==> src/rtl/shifter_2.sv <==
// Fixed left shift by SHAMT: Output = Input << SHAMT, registered (MIPS branch/jump byte offset).
// Latency: exactly 1 clk; the register loads on every rising edge, with no enable.
// Backpressure: none. There is no stall or ready; a new Input is accepted every cycle.
//
// Ports:
//   clk       core clock, rising-edge active
//   rst       asynchronous active-high reset; clears Output/out_valid (and ovf) at once
//   Input     WIDTH-bit word to shift
//   Output    registered Input << SHAMT (logical shift; low SHAMT bits are always 0)
//   out_valid 1 from the first edge after reset release until the next reset
//   ovf       (only with `define SHIFTER_2_OVF_EN) signed-offset overflow, registered with Output
//
// Optional build macro: SHIFTER_2_OVF_EN adds the ovf output and its logic.

module shifter_2 #(
    parameter int WIDTH = 32,
    parameter int SHAMT = 2
) (
    input  logic             clk,
    input  logic             rst,
    input  logic [WIDTH-1:0] Input,
    output logic [WIDTH-1:0] Output,
    output logic             out_valid
`ifdef SHIFTER_2_OVF_EN
    ,
    output logic             ovf
`endif
);

    // An illegal shift amount would produce empty or reversed slices, so
    // stop elaboration instead.
    generate
        if (SHAMT < 1 || SHAMT > WIDTH - 1) begin : g_bad_shamt
            $error("shifter_2: SHAMT must be in 1..WIDTH-1");
        end
    endgenerate

    logic [WIDTH-1:0] out_d;
    logic [WIDTH-1:0] out_q;
    logic             vld_q;

    // The shift operator discards the top SHAMT bits and zero-fills the
    // bottom bits. Each remaining bit (including X/Z in simulation) moves
    // to its shifted position unchanged.
    always_comb begin
        out_d = Input << SHAMT;
    end

    always_ff @(posedge clk or posedge rst) begin
        if (rst) begin
            out_q <= '0;
            vld_q <= 1'b0;
        end else begin
            out_q <= out_d;
            vld_q <= 1'b1;
        end
    end

    assign Output    = out_q;
    assign out_valid = vld_q;

`ifdef SHIFTER_2_OVF_EN
    logic ovf_d;
    logic ovf_q;

    // Treat the result as a signed offset. The shift is lossless only when
    // every discarded bit equals the new sign bit Input[WIDTH-1-SHAMT].
    always_comb begin
        ovf_d = (Input[WIDTH-1:WIDTH-SHAMT] != {SHAMT{Input[WIDTH-1-SHAMT]}});
    end

    always_ff @(posedge clk or posedge rst) begin
        if (rst) begin
            ovf_q <= 1'b0;
        end else begin
            ovf_q <= ovf_d;
        end
    end

    assign ovf = ovf_q;
`endif

endmodule

==> config.mk <==
export PLATFORM = sky130hd
export DESIGN_NAME = shifter_2
export DESIGN_NICKNAME = d
export VERILOG_FILES = /design/src/rtl/shifter_2.sv
export SDC_FILE = /design/constraint.sdc
export NUM_CORES = 1
export LEC_CHECK = 0
export ABC_AREA = 1
export CORE_UTILIZATION = 33
export DETAILED_ROUTE_END_ITERATION = 16
export PLACE_DENSITY = 0.82
export SKIP_LAST_GASP = 1
export SYNTH_ARGS = -nofsm -noshare
export SYNTH_HDL_FRONTEND = slang
export SYNTH_SLANG_ARGS = --single-unit
==> constraint.sdc <==
create_clock -name clk -period 1.7 [get_ports clk]
set_clock_uncertainty 0.15 [all_clocks]
set_input_delay 0.34 -clock clk [delete_from_list [all_inputs] [get_ports clk]]
set_output_delay 0.34 -clock clk [all_outputs]
set_load 0.02 [all_outputs]
==> results.py, run 1 <==
metrics = {
    "status": {
        "status": "finished, final reports clean",
    },
    "pwr": {
        "power.density_nw_per_um2": 948,
        "swShare": 0.215,
        "irDropWorstVdd_mv": 0.594,
        "clock_power_share": 0.317,
        "intPower_uw": 1120,
        "switching_power_uw": 306,
        "p_seq_frac": 0.548,
        "p_comb_frac": 0.135,
        "power_leakage_uw": 0.000713,
    },
    "floorplan": {
        "die_y_um": 51.3,
        "row_count": 17,
        "io_pins": 67,
        "die_x_um": 51.3,
        "coreArea_um2": 2250,
        "die_area_um2": 2630,
        "start_util": 0.356,
    },
    "drt": {
        "vias": 521,
        "drtPass1Iterations": 1,
        "wl_met2_um": 786,
        "top_layer_used": "met4",
        "drt-total-wl_mm": 1.46,
        "viasPerCell": 3.86,
        "wl_met1_um": 424,
        "drtIter0Drc": 0,
        "wl_met3_um": 222,
        "detail-route-antenna-nets": 0,
        "wl_per_cell_um": 10.8,
        "remaining_drc_errors": 0,
    },
    "clock_tree": {
        "cts-root-buf": "clkbuf_4",
        "h-tree-depth": 2,
        "numCtsBuffers": 5,
        "clk_pin_slew_ns": 0.08,
        "ctsHoldBuffers": 0,
        "cts_max_path_buffers": 2,
        "cts_sinks": 31,
        "cts_tree": "done",
    },
    "sta": {
        "rsz0062_at_grt": "no",
        "worst_slack_ns": 0.209,
        "drv_slew": 0,
        "hold_viol_final": 0,
        "fmax_mhz": 671,
        "final.min_clock_period_ns": 1.49,
        "setup_viol": 0,
        "final.setup.tns_ns": 0,
        "fin_crit_sh": 0.877,
    },
    "synth": {
        "synthesis.area_um2": 802,
        "netlist.area_leader.share": 0.967,
        "ys_seq_elements": 31,
        "synth_edf_count": 0,
        "syn_area_per_cell_um2": 22.3,
        "synth_cell_types": 4,
        "syn_inst": 36,
        "synthFlopType": "dfrtp_1",
        "synth_area_leader_cell": "dfrtp_1",
        "synth_area_leaders": "dfrtp_1 (97%), buf_4 (1.9%), conb_1 (0.94%)",
        "synth.most_common_cell": "dfrtp_1",
        "ys_seq_area_frac": 0.967,
        "synth_common_cells": "dfrtp_1 (31), buf_4 (2), conb_1 (2)",
        "yosysWarnings": 0,
        "async_reset_ff_frac": 1.00,
    },
    "critical_path": {
        "worst-path-max-fanout": 1,
        "slowest_delay_ns": 0.37,
        "crit_type": "register to output pin",
        "required_ns": 1.21,
        "path_buf_inv": 1,
        "cp-end-kind": "output pin",
        "critPathLaunchType": "register",
        "cp.arrival_ns": 1.00,
        "slowest_stage": "dfrtp_1",
        "critPathTopFamily": "flip-flops",
        "path_cells": "dlygate4sd2_1",
    },
    "global_route": {
        "grt_pass1_vias": 551,
        "grt_pass1_wl_mm": 2.36,
        "grt_max_degree": 25,
        "grtUsageTotal": 0.138,
        "antenna_found_initial": 0,
        "overflow": 0,
    },
    "run": {
        "cap_viol_max_count": 0,
    },
    "cells_and_area": {
        "instances_no_fill": 135,
        "area_delta_synth_final_pct": 87.5,
        "drive_above_1_share": 0.0841,
        "fin_nets": 140,
        "fillCellCount": 195,
        "diodes": 0,
    },
    "place": {
        "place_congestion": 0.583,
        "place_inst": 127,
        "pre_cts_ws_ns": 0.295,
        "numPortBuffers": 62,
    },
    "worst_hold_path": {
        "hold_path.class": "input port to asynchronous set/reset pin",
    },
}
power by group through the flow:
stage	clock network, uW	registers (uW)	logic [uW]
6_report	452	780	193
5_1_grt	524	785	206
4_1_cts	472	781	196
3_5_place_dp	0	798	223
3_3_place_gp	0	797	219
2_1_floorplan	0	849	18.4
placed cells by master, fill, tap and decap left out:
master / count
clkbuf_4: 5
dfrtp_1: 31
dlygate4sd2_1: 31
clkbuf_8: 2
clkdlybuf4s50_1: 31
conb_1: 3
buf_12: 1
inv_1: 1
clkbuf_1: 1
buf_4: 1
metrics by stage:
step           utilization  cell area (um2)  total power (uW)  hold slack (ns)
2_1_floorplan            -              806               867            0.221
3_3_place_gp         0.654             1470              1020            0.547
3_5_place_dp         0.654             1470              1020            0.569
4_1_cts              0.667             1500              1450            0.220
5_1_grt              0.667             1500              1510            0.234
6_report             0.667             1500              1430            0.224
final timing paths:
| check | startpoint | endpoint | depth (start not counted) |
|---|---|---|---|
| min in group clk | Input[2] | Output[4] | 1 |
| max | Output[22] | Output[22] | 1 |
| min | rst | Output[16] | 3 |
| max in group asynchronous | rst | Output[6] | 3 |
layout make-up:
type	count	area (um2)	share of cell area
Clock buffer	8	68.8	0.0458
Inverter	1	3.75	0.00250
Multi-Input combinational cell	3	11.3	0.00749
Timing Repair Buffer	64	609	0.405
Sequential cell	31	776	0.516
Tap cell	28	35.0	0.0233
cell families after synthesis:
group | after synthesis | share of synthesized area
flip-flops | 31 | 0.967
buffers and inverters | 3 | 0.0234
other | 2 | 0.00936
metal layers:
metal	GRT usage	up-vias
li1	-	240
met1	0.108	236
met2	0.243	40
met3	0.104	5
met4	0.0676	0
met5	0	-
what timing repair did:
item                       CTS  global route
buffers inserted             0             0
resized for setup           31             0
hold endpoints to repair     0             0
setup endpoints to repair   31             0
flip-flops by register name, summed over array words and instances (netlist names):
name and count:
Output 30, out_valid 1
(Power assumes the default switching activity.)
==> run 2, diff against run 1 <==
--- a/config.mk
+++ b/config.mk
@@ -6,6 +6,7 @@
 export NUM_CORES = 1
 export LEC_CHECK = 0
 export ABC_AREA = 1
+export ABC_CLOCK_PERIOD_IN_PS = 1700
 export CORE_UTILIZATION = 33
 export DETAILED_ROUTE_END_ITERATION = 16
 export PLACE_DENSITY = 0.82
==> results of run 2 <==
The final DEF is identical to that of run 1; final timing and power are the same.
